$ cat src/rtl/bcd_pkg.sv
// Shared types for the 2-digit BCD up/down counters.
package bcd_pkg;

   typedef logic [3:0] bcd_t;

   localparam bcd_t BCD_MAX = 4'd9;

   typedef enum logic [1:0] {
      IDLE,
      RUN,
      PAUSED
   } state_t;

   // True when a digit holds a legal BCD value (0-9).
   function automatic logic bcd_valid(input bcd_t d);
      return (d <= BCD_MAX);
   endfunction

endpackage

$ cat src/rtl/bcd_digit_dec.sv
// One BCD digit of a down-counter: decrements when enabled and requested,
// wraps 0 -> 9 and signals a borrow to the next higher digit.
module bcd_digit_dec
   import bcd_pkg::*;
(
   input  logic       clk,
   input  logic       rst_n,
   input  logic       load,
   input  logic [3:0] load_val,
   input  logic       en,
   input  logic       borrow_in,
   output logic [3:0] digit,
   output logic       borrow_out
);

   logic dec;

   assign dec        = en & borrow_in;
   assign borrow_out = (digit == 4'd0) && dec;

   // Digit register: load has priority over decrement.
   always_ff @(posedge clk or negedge rst_n) begin
      if (!rst_n) begin
         digit <= '0;
      end else if (load) begin
         digit <= load_val;
      end else if (dec) begin
         digit <= (digit == 4'd0) ? BCD_MAX : digit - 4'd1;
      end
   end

endmodule

$ cat src/rtl/bcd_countdown_timer.sv
// 2-digit BCD countdown timer: preset load with validation, start/pause
// control, prescaled decrement and a one-cycle done pulse on reaching 00.
module bcd_countdown_timer
   import bcd_pkg::*;
#(
   parameter int unsigned TICK_DIV = 50_000_000
) (
   input  logic       clk,
   input  logic       rst_n,
   input  logic       load,
   input  logic [3:0] load_ones,
   input  logic [3:0] load_tens,
   input  logic       start,
   input  logic       pause,
   output logic [3:0] ones,
   output logic [3:0] tens,
   output logic       running,
   output logic       done,
   output logic       load_err
);

   localparam int unsigned PW = $clog2(TICK_DIV);
   localparam logic [PW-1:0] PRESC_LAST = PW'(TICK_DIV - 1);

   state_t        state, state_next;
   logic [PW-1:0] presc, presc_next;
   logic          tick, load_ok, done_next, load_err_next;
   logic          count_zero, count_one, ones_borrow;

   assign count_zero = (tens == 4'd0) && (ones == 4'd0);
   assign count_one  = (tens == 4'd0) && (ones == 4'd1);
   assign running    = (state == RUN);

   // State, prescaler and pulse registers.
   always_ff @(posedge clk or negedge rst_n) begin
      if (!rst_n) begin
         state    <= IDLE;
         presc    <= '0;
         done     <= 1'b0;
         load_err <= 1'b0;
      end else begin
         state    <= state_next;
         presc    <= presc_next;
         done     <= done_next;
         load_err <= load_err_next;
      end
   end

   // Control priority: load > start > pause > tick; any strobe consumes the cycle.
   always_comb begin
      state_next    = state;
      presc_next    = presc;
      tick          = 1'b0;
      load_ok       = 1'b0;
      done_next     = 1'b0;
      load_err_next = 1'b0;
      if (load) begin
         if (bcd_valid(load_tens) && bcd_valid(load_ones)) begin
            load_ok    = 1'b1;
            state_next = IDLE;
            presc_next = '0;
         end else begin
            load_err_next = 1'b1;
         end
      end else if (start && (state != RUN) && !count_zero) begin
         state_next = RUN;
         if (state == IDLE) begin
            presc_next = '0;
         end
      end else if (pause && (state == RUN)) begin
         state_next = PAUSED;
      end else if (state == RUN) begin
         if (presc == PRESC_LAST) begin
            presc_next = '0;
            tick       = 1'b1;
            if (count_one) begin
               done_next  = 1'b1;
               state_next = IDLE;
            end
         end else begin
            presc_next = presc + PW'(1);
         end
      end
   end

   bcd_digit_dec u_ones (
      .clk        (clk),
      .rst_n      (rst_n),
      .load       (load_ok),
      .load_val   (load_ones),
      .en         (tick),
      .borrow_in  (1'b1),
      .digit      (ones),
      .borrow_out (ones_borrow)
   );

   bcd_digit_dec u_tens (
      .clk        (clk),
      .rst_n      (rst_n),
      .load       (load_ok),
      .load_val   (load_tens),
      .en         (tick),
      .borrow_in  (ones_borrow),
      .digit      (tens),
      .borrow_out ()
   );

endmodule
$ cat config.mk
export PLATFORM = sky130hd
export DESIGN_NAME = bcd_countdown_timer
export DESIGN_NICKNAME = d
export VERILOG_FILES = /design/src/rtl/bcd_pkg.sv /design/src/rtl/bcd_digit_dec.sv /design/src/rtl/bcd_countdown_timer.sv
export SDC_FILE = /design/constraint.sdc
export NUM_CORES = 1
export LEC_CHECK = 0
export CORE_ASPECT_RATIO = 0.5
export CORE_MARGIN = 3
export CORE_UTILIZATION = 40
export CTS_BUF_LIST = sky130_fd_sc_hd__clkbuf_8 sky130_fd_sc_hd__clkbuf_16
export DETAILED_ROUTE_END_ITERATION = 8
export GPL_ROUTABILITY_DRIVEN = 0
export RECOVER_POWER = 25
export SYNTH_ARGS = -nofsm -noshare
export SYNTH_HDL_FRONTEND = slang
export SYNTH_HIERARCHICAL = 1
export SYNTH_SLANG_ARGS = --single-unit
$ cat constraint.sdc
create_clock -name clk -period 8.05 [get_ports clk]
set_clock_uncertainty 0.15 [all_clocks]
set_input_delay 1.61 -clock clk [delete_from_list [all_inputs] [get_ports clk]]
set_output_delay 1.61 -clock clk [all_outputs]
set_load 0.02 [all_outputs]
# ---- Word-level counts from Yosys, hierarchy flattened
# Index checks and enable logic that the tools add are counted.
# Widths: inputs -> output; s select.
dict set report totals {
  ff_bits 38
  wordCells 73
}
dict set report classes {
  addsub 3
  n_bitwise 1
  n_mux 35
  n_eq_ne 7
  n_lt_le_gt_ge 2
  reduce_logical 19
}
# op n
set ops {}
lappend ops {{$mux 26} 7}
lappend ops {{$add 26x1->26 const B} 1}
lappend ops {{$eq 26x26->1 const B} 1}
lappend ops {{$mux 4} 6}
lappend ops {{$mux 1} 15}
lappend ops {{$mux 2} 7}
lappend ops {{$reduce_bool 4->1} 3}
lappend ops {{$le 4x4->1 const B} 2}
lappend ops {{$logic_not 4->1} 2}
lappend ops {{$reduce_and 4->1} 2}
lappend ops {{$sub 4x1->4 const B} 2}
lappend ops {{$logic_and 1x1->1} 7}
lappend ops {{$eq 4x1->1 const B} 1}
lappend ops {{$ne 2x1->1 const B} 2}
lappend ops {{$reduce_bool 2->1} 2}
lappend ops {{$ne 3x2->1 const B} 1}
lappend ops {{$ne 3x3->1 const B} 1}
lappend ops {{$reduce_bool 3->1} 1}
lappend ops {{$eq 2x1->1 const B} 1}
lappend ops {{$logic_not 2->1} 1}
lappend ops {{$and 1x1->1} 1}
lappend ops {{$logic_not 1->1} 1}

# ---- Logic depth before layout (Yosys ltp)
# Gate-level depths: netlist of the first run.
dict set report depth {
  depth_word 10
  mapped_depth 10
  mapped_depth_nobuf 10
}

# ---- Modules after synthesis
# The synthesis of the first run kept the hierarchy.
# module seq_area_each_um2 area_each_um2 n_inst cells_per_inst
set by_module_without_submodules {}
lappend by_module_without_submodules {bcd_countdown_timer 750.7 1905.6 1 216}
lappend by_module_without_submodules {bcd_digit_dec 100.1 234.0 2 23}

# ---- Worst setup path after synthesis of the first run
# Ideal clock, no wire load.
dict set report synth_path {
  path_kind {input-to-reg}
  from {input port load}
  to {register u_tens.digit[3]}
  setup_ns 0.124
  cell_stages 9
  t_required_ns 7.776
  n_path_buf 1
  t_arrival_ns 3.213
  setup_slack_ns 4.563
  path_cell_list {clkbuf_1 nor2_1 nand2_1 nor2_1 and4bb_4 and2_4 nand3b_1 o31a_1 o31a_1}
}
dict set report synth_between {
  elab_chain_cells 4
  word_cells_on_any_way 6
}
# item line_no
set synth_rtl {}
lappend synth_rtl {{start, declared} bcd_countdown_timer.sv:10} ;# input logic load,
lappend synth_rtl {{$mux 1} bcd_countdown_timer.sv:57} ;# if (load) begin
lappend synth_rtl {{via tick} bcd_countdown_timer.sv:27} ;# logic tick, load_ok, done_next, load_err_next;
lappend synth_rtl {{$logic_and 1x1->1} bcd_digit_dec.sv:19} ;# assign borrow_out = (digit == 4'd0) && dec;
lappend synth_rtl {{via ones_borrow} bcd_countdown_timer.sv:28} ;# logic count_zero, count_one, ones_borrow;
lappend synth_rtl {{$and 1x1->1} bcd_digit_dec.sv:18} ;# assign dec = en & borrow_in;
lappend synth_rtl {{$reduce_bool 2->1 (no line)} --}
lappend synth_rtl {{end signal, assigned} bcd_digit_dec.sv:26} ;# digit <= load_val;
lappend synth_rtl {{end signal, assigned} bcd_digit_dec.sv:28} ;# digit <= (digit == 4'd0) ? BCD_MAX : digit - 4'd1;
lappend synth_rtl {{end, declared} bcd_digit_dec.sv:12} ;# output logic [3:0] digit,
# The timed path passes the listed nets, and every way through them passes these cells.
# A chain may end at the register's enable or synchronous reset.

# ---- Worst setup path in the final report of the first run
dict set report layout_path {
  from {input port load_tens[2]}
  to {register presc[16]}
}
dict set report layout_between {
  elab_chain_cells 4
}
# item line_no
set layout_rtl {}
lappend layout_rtl {{start, declared} bcd_countdown_timer.sv:12} ;# input logic [3:0] load_tens,
lappend layout_rtl {{$le 4x4->1} bcd_pkg.sv:16} ;# return (d <= BCD_MAX);
lappend layout_rtl {{$logic_and 1x1->1} bcd_countdown_timer.sv:58} ;# if (bcd_valid(load_tens) && bcd_valid(load_ones)) begin
lappend layout_rtl {{$ne 2x1->1 (no line)} --}
lappend layout_rtl {{$reduce_and 4->1 (no line)} --}
lappend layout_rtl {{end signal, assigned} bcd_countdown_timer.sv:43} ;# presc <= presc_next;
lappend layout_rtl {{end, declared} bcd_countdown_timer.sv:26} ;# logic [PW-1:0] presc, presc_next;
# No other way between the ends.

==> impl_metrics.yaml, run 1 <==
detailed_routing:
  vias: 2136
  dr.pass1.iters: 5
  ant_nets: 0
  first_iter_violations: 113
  viasPerCell: 5.95
  wl_per_cell_microns: 16.6
  drt-total-wl_mm: 5.95
  drc: 0
final_layout:
  multi_input_area_sq_um: 1350
  nets: 300
  area_delta_synth_final_pct: 17.7
  drive_above_1_share_pct: 9.44
  diodes: 0
  final_common_cell: "dfrtp_1"
  layout_common_cells: "dfrtp_1, nand2_1, clkdlybuf4s50_1, a21oi_1, nor2_1"
  nFillCells: 523
  regArea_sq_um: 951
clocking:
  cts_buffer_depth: 2
  clock_latency_ps: 280
  htreeDepth: 2
  post_cts_resized: 0
  cts_tree: "built"
  post-cts-setup-buffers: 0
  cts_hold_buf: 0
  cts-root-buf: "clkbuf_16"
  numCtsBuffers: 5
  path_clk_slew_ps: 60
  cts_sinks: 38
hold_path:
  min_from: "presc[14]$_DFFE_PN0P_"
  whs_endpoint: "presc[14]$_DFFE_PN0P_"
  min_path_type: "reg2reg"
  holdPathStages: 1
yosys:
  syn_inst: 262
  synthXorXnorAreaFrac_pct: 3.69
  synth_cell_types: 59
  synth-compound-area-share_pct: 22.1
  yosysWarnings: 6
  synthAdderAreaFrac_pct: 0.527
  syn_area_sq_um: 2370
  synth_edf_count: 0
  synth-seq-cells: 38
  synthArstFlopShare_pct: 100
  synth_top_family_by_area: "simple AND/OR/NAND/NOR gates"
  syn_avg_cell_area_sq_um: 9.06
  synth_simple_gate_area_share_pct: 29.2
  yosysSeqAreaShare_pct: 40.1
  synth.mux.area_fraction_pct: 0.843
  synth_ff_type: "dfrtp_1"
place:
  io_buffers: 23
  place_ws_ps: 3710
  hpwlAfterDp_mm: 4.18
global_route:
  grt_usage_pct: 17.7
  grt_overflow: 0
  grt_pass1_vias: 1932
  antenna_found_initial: 0
  grt_start_max_net_pins: 39
  grt_pass1_wl_mm: 9.76
power_and_ir_drop:
  p_total_w: 0.000512
  p_leak_nw: 1.02
  p_per_area_nw_per_um2: 183
  peakVddDrop_uv: 102
sta:
  grt_setup_unrepaired: "no"
  setup_viol: 0
  min_period_ps: 4100
  worst_slack_ps: 3950
  worstMarginPinSlew_ps: 2110
  period_share_pct: 50.9
  hold_viol_final: 0
  slew_headroom_pct: -40.5
  max_freq_mhz: 244
  slew_viol_final: 39
  fin_tns_setup_ps: 0
critical_path:
  path_depth: 7
  critPathLaunchType: "input pin"
  crit_path_top_delay_cell: "o31ai_2"
  crit_type: "in2reg"
  required_ps: 8070
  crit_buf_inv: 2
  cp_top_family: "compound AO/OA/AOI/OAI gates"
  crit_fanout: 16
  r2r_cells: 9
  r2r_end: "u_tens/digit[3]$_DFFE_PN0P_"
  r2r_start: "presc[8]$_DFFE_PN0P_"
  crit_arrival_ps: 4120
  slowest_delay_ps: 550
  worstPathCellList: "clkdlybuf4s50_1, o21ai_0, nand2_1, a22o_1, o31ai_2, buf_4, o21ba_2"
  r2r_setup_slack_ps: 4750
  end_kind: "flop"
floorplan:
  initial_core_util_pct: 42.3
  die_h_microns: 60.5
  ios: 24
  core_area_sq_um: 5610
  dieWidth_microns: 115
  std_cell_rows: 19
  die-area_sq_um: 6950
outcome:
  violations: "max-capacitance violations, max-slew violations"
  outcome: "complete, but fails checks"
flow_run:
  drv_cap: 1
-- registers in the layout, summed over array words and instances (netlist names) --
signal	count
load_err	1
u_tens/digit	4
state	2
presc	26
u_ones/digit	4
done	1
-- logic make-up (layout without fill, tap and decap cells) --
logic type / Yosys count / in the layout
and+or+nand+nor: 115 / 115
buffers and inverters: 18 / 40
adders and majority gates: 1 / 1
xor gates and xnor gates: 10 / 10
other: 1 / 3
AOI/OAI and AO/OA: 77 / 77
DFF: 38 / 38
muxes: 2 / 2
-- final cells by class --
class,count,share of cell area [%]
Timing Repair Buffer,25,8.55
Sequential cell,38,34.0
Multi-Input combinational cell,208,48.2
Clock inverter,2,0.358
Inverter,8,1.07
Tap cell,73,3.27
Clock buffer,5,4.48
-- how the worst max path moves through the flow --
stage                       startpoint                          end  slack, ps
after floorplan                   load  u_tens/digit[3]$_DFFE_PN0P_       4560
after global placement            load        presc[17]$_DFFE_PN0P_       3760
after detailed placement  load_tens[2]        presc[16]$_DFFE_PN0P_       3710
after CTS                 load_tens[2]        presc[16]$_DFFE_PN0P_       4000
after global routing      load_tens[1]        presc[16]$_DFFE_PN0P_       3810
final                     load_tens[2]        presc[16]$_DFFE_PN0P_       3950
-- through the flow --
step	instance area (sq um)	util, %	instances	hold slack, ps
after CTS	2800	49.8	359	397
final	2790	49.8	359	402
after global routing	2790	49.8	359	427
after floorplan	2380	-	264	336
after detailed placement	2660	47.4	352	384
after global placement	2660	47.4	352	386
-- Yosys cell counts (5+ instances only) --
cell type,n,share of area [%]
inv_1,8,1.3
o31ai_1,8,2.5
a21oi_1,17,3.6
o21ai_1,5,1.1
a31oi_1,6,1.6
nand3_1,11,2.3
nor2_1,16,2.5
o21ai_0,12,2.5
nand2_1,23,3.6
nor4_1,6,1.6
or4_1,9,2.8
nand4_1,9,2.4
dfrtp_1,38,40
nor2b_1,5,1.3
xnor2_1,6,2.2
-- metal layers --
metal / vias to the layer above / track usage, % / part of all wire [%]
li1: 1044 / - / -
met1: 1039 / 25.9 / 50
met2: 47 / 27.0 / 44
met3: 6 / 3.88 / 4.6
met4: 0 / 4.18 / 0.94
met5: - / 0 / 0
-- where the power goes --
group,internal (W),switching (W),leakage (nW)
sequential,0.000203,0.0000195,0.511
clock,0.000112,0.0000764,0.0694
combinational,0.0000430,0.0000583,0.444
-- worst register-to-register path, cell delays in order, from the launching register on --
cell,delay [ps]
dfrtp_1,460
or4b_1,580
nor4_1,300
nand2_1,210
nor2_1,390
and4bb_4,300
and2_4,160
nand3b_1,120
o31a_1,270
o31a_1,240
No activity file was read; power rests on OpenSTA's default activity.
==> run 2, diff against run 1 <==
Clock period 8.05 ns to 3.6 ns, I/O delays scaled along.
==> run 2 against run 1 <==
Against the previous run: critical endpoint is now u_tens/digit[3]$_DFFE_PN0P_; die area unchanged; the flow still finishes with violations (max-capacitance violations, max-slew violations); sequential power up 120%; combinational power up 120%; count of clock-buffer cells in the layout up 1.
==> impl_metrics.yaml, run 2 (synthesis results as in run 1) <==
clocking:
  htreeDepth: 2
  post-cts-setup-buffers: 0
  numCtsBuffers: 5
  post_cts_resized: 0
  path_clk_slew_ps: 60
  clock_latency_ps: 280
  cts_tree: "built"
  cts_buffer_depth: 2
  cts-root-buf: "clkbuf_16"
  cts_sinks: 38
  cts_hold_buf: 0
final_layout:
  nets: 304
  final_common_cell: "dfrtp_1"
  area_delta_synth_final_pct: 19.5
  largestRegisters: "presc x26, u_ones/digit x4, u_tens/digit x4"
  final_cells: 364
  layout_common_cells: "dfrtp_1, nand2_1, clkdlybuf4s50_1, a21oi_1, nor2_1"
  nFillCells: 520
  regArea_sq_um: 951
  drive_above_1_share_pct: 10.7
  multi_input_area_sq_um: 1350
  diodes: 0
  regMostFlops: "presc"
  largest_reg_flops: 26
floorplan:
  core_area_sq_um: 5610
  std_cell_rows: 19
  dieWidth_microns: 115
  die_h_microns: 60.5
  die-area_sq_um: 6950
  ios: 24
  initial_core_util_pct: 42.3
hold_path:
  min_path_type: "reg2reg"
critical_path:
  critPathLaunchType: "flop"
  required_ps: 3610
  cpMostUsedCell: "o31a_1"
  slowest_delay_ps: 560
  end_kind: "flop"
  crit_fanout: 7
  crit_path_top_delay_cell: "or4b_1"
  worstPathCellList: "or4b_1, nor4_1, nand2_1, nor2_1, and4bb_4, and2_4, nand3b_1, o31a_1, o31a_1"
  crit_type: "reg2reg"
  crit_arrival_ps: 3040
place:
  hpwlAfterDp_mm: 4.19
  dp_cells: 356
  io_buffers: 23
  place_ws_ps: 338
sta:
  setup_viol: 0
  slew_headroom_pct: -40.4
  min_period_ps: 3030
  grt_setup_unrepaired: "no"
  period_share_pct: 84.2
  max_freq_mhz: 330
  hold_viol_final: 0
  worst_slack_ps: 569
  slew_viol_final: 39
  fin_tns_setup_ps: 0
  worstMarginPinSlew_ps: 2110
outcome:
  violations: "max-capacitance violations, max-slew violations"
  outcome: "complete, but fails checks"
global_route:
  antenna_found_initial: 0
  grt_usage_pct: 17.5
  gr-usage-met1_pct: 24.6
  use_met2_pct: 27.8
  grt_pass1_vias: 1900
  grt_overflow: 0
  top_usage_layer: "met2"
  grt_start_max_net_pins: 39
  grt_pass1_wl_mm: 9.61
  use_met3_pct: 4.88
power_and_ir_drop:
  p_leak_nw: 1.05
  p_per_area_nw_per_um2: 409
  p_total_w: 0.00116
  clockPowerShare_pct: 37.9
  peakVddDrop_uv: 238
  p_sw_share_pct: 29.0
  net-switching-power_w: 0.000337
  p_seq_share_pct: 42.7
  p_int_w: 0.000824
  comb_power_share_pct: 19.4
detailed_routing:
  ant_nets: 0
  vias: 2129
  dr.pass1.iters: 5
  drt-total-wl_mm: 5.87
  drc: 0
  first_iter_violations: 201
  viasPerCell: 5.85
  wl_per_cell_microns: 16.1
flow_run:
  drv_cap: 1
run 2: cell count changes in the layout (fill, tap and decap cells not counted):
| cell | before | now |
|---|---|---|
| clkbuf_8 | 0 | 1 |
| inv_1 | 8 | 9 |
| clkinv_2 | 2 | 1 |
| buf_4 | 2 | 6 |
run 2: worst paths after layout:
check                                 startpoint                           to  slack, ps  cells after the start
max reg2reg                 presc[8]$_DFFE_PN0P_  u_tens/digit[3]$_DFFE_PN0P_        570                      9
min reg2reg                presc[14]$_DFFE_PN0P_        presc[14]$_DFFE_PN0P_        390                      1
min                        presc[14]$_DFFE_PN0P_        presc[14]$_DFFE_PN0P_        390                      1
min in group asynchronous                  rst_n        presc[18]$_DFFE_PN0P_        900                      1
max in group asynchronous                  rst_n         presc[2]$_DFFE_PN0P_       1200                      1
max                         presc[8]$_DFFE_PN0P_  u_tens/digit[3]$_DFFE_PN0P_        570                      9
run 2: area by class of cell:
type / count / area share, %
multi-input cells: 208 / 47.5
flip-flops and latches: 38 / 33.5
repair buffers: 29 / 9.48
clock buffers: 6 / 4.90
well taps: 73 / 3.22
inverters: 8 / 1.06
clock inverters: 2 / 0.309
run 2: critical path, delay by kind of cell (launching register included):
kind | cells | cell delay, ps
AOI/OAI and AO/OA | 2 | 480
DFF | 1 | 470
and+or+nand+nor | 7 | 1790
run 2: through the flow:
stage | cell area (sq um) | utilization [%] | hold WS (ps)
2_1_floorplan | 2380 | - | 274
3_3_place_gp | 2690 | 47.9 | 377
3_5_place_dp | 2690 | 47.9 | 377
4_1_cts | 2840 | 50.6 | 385
5_1_grt | 2840 | 50.6 | 427
6_report | 2840 | 50.6 | 394
run 2: power groups by stage:
stage	logic [W]	clock network [W]	registers, W
finish	0.000226	0.000440	0.000496
detailed placement	0.000226	0	0.000503
global placement	0.000226	0	0.000502
global route	0.000249	0.000472	0.000502
floorplan	0.000125	0	0.000510
CTS	0.000228	0.000447	0.000495
run 2: metal layers:
layer,up-vias,part of all wire (%),wire [microns]
met4,0,0.72,42
li1,1055,-,-
met2,55,45,2650
met3,5,5.1,298
met5,-,0,0
met1,1014,49,2880
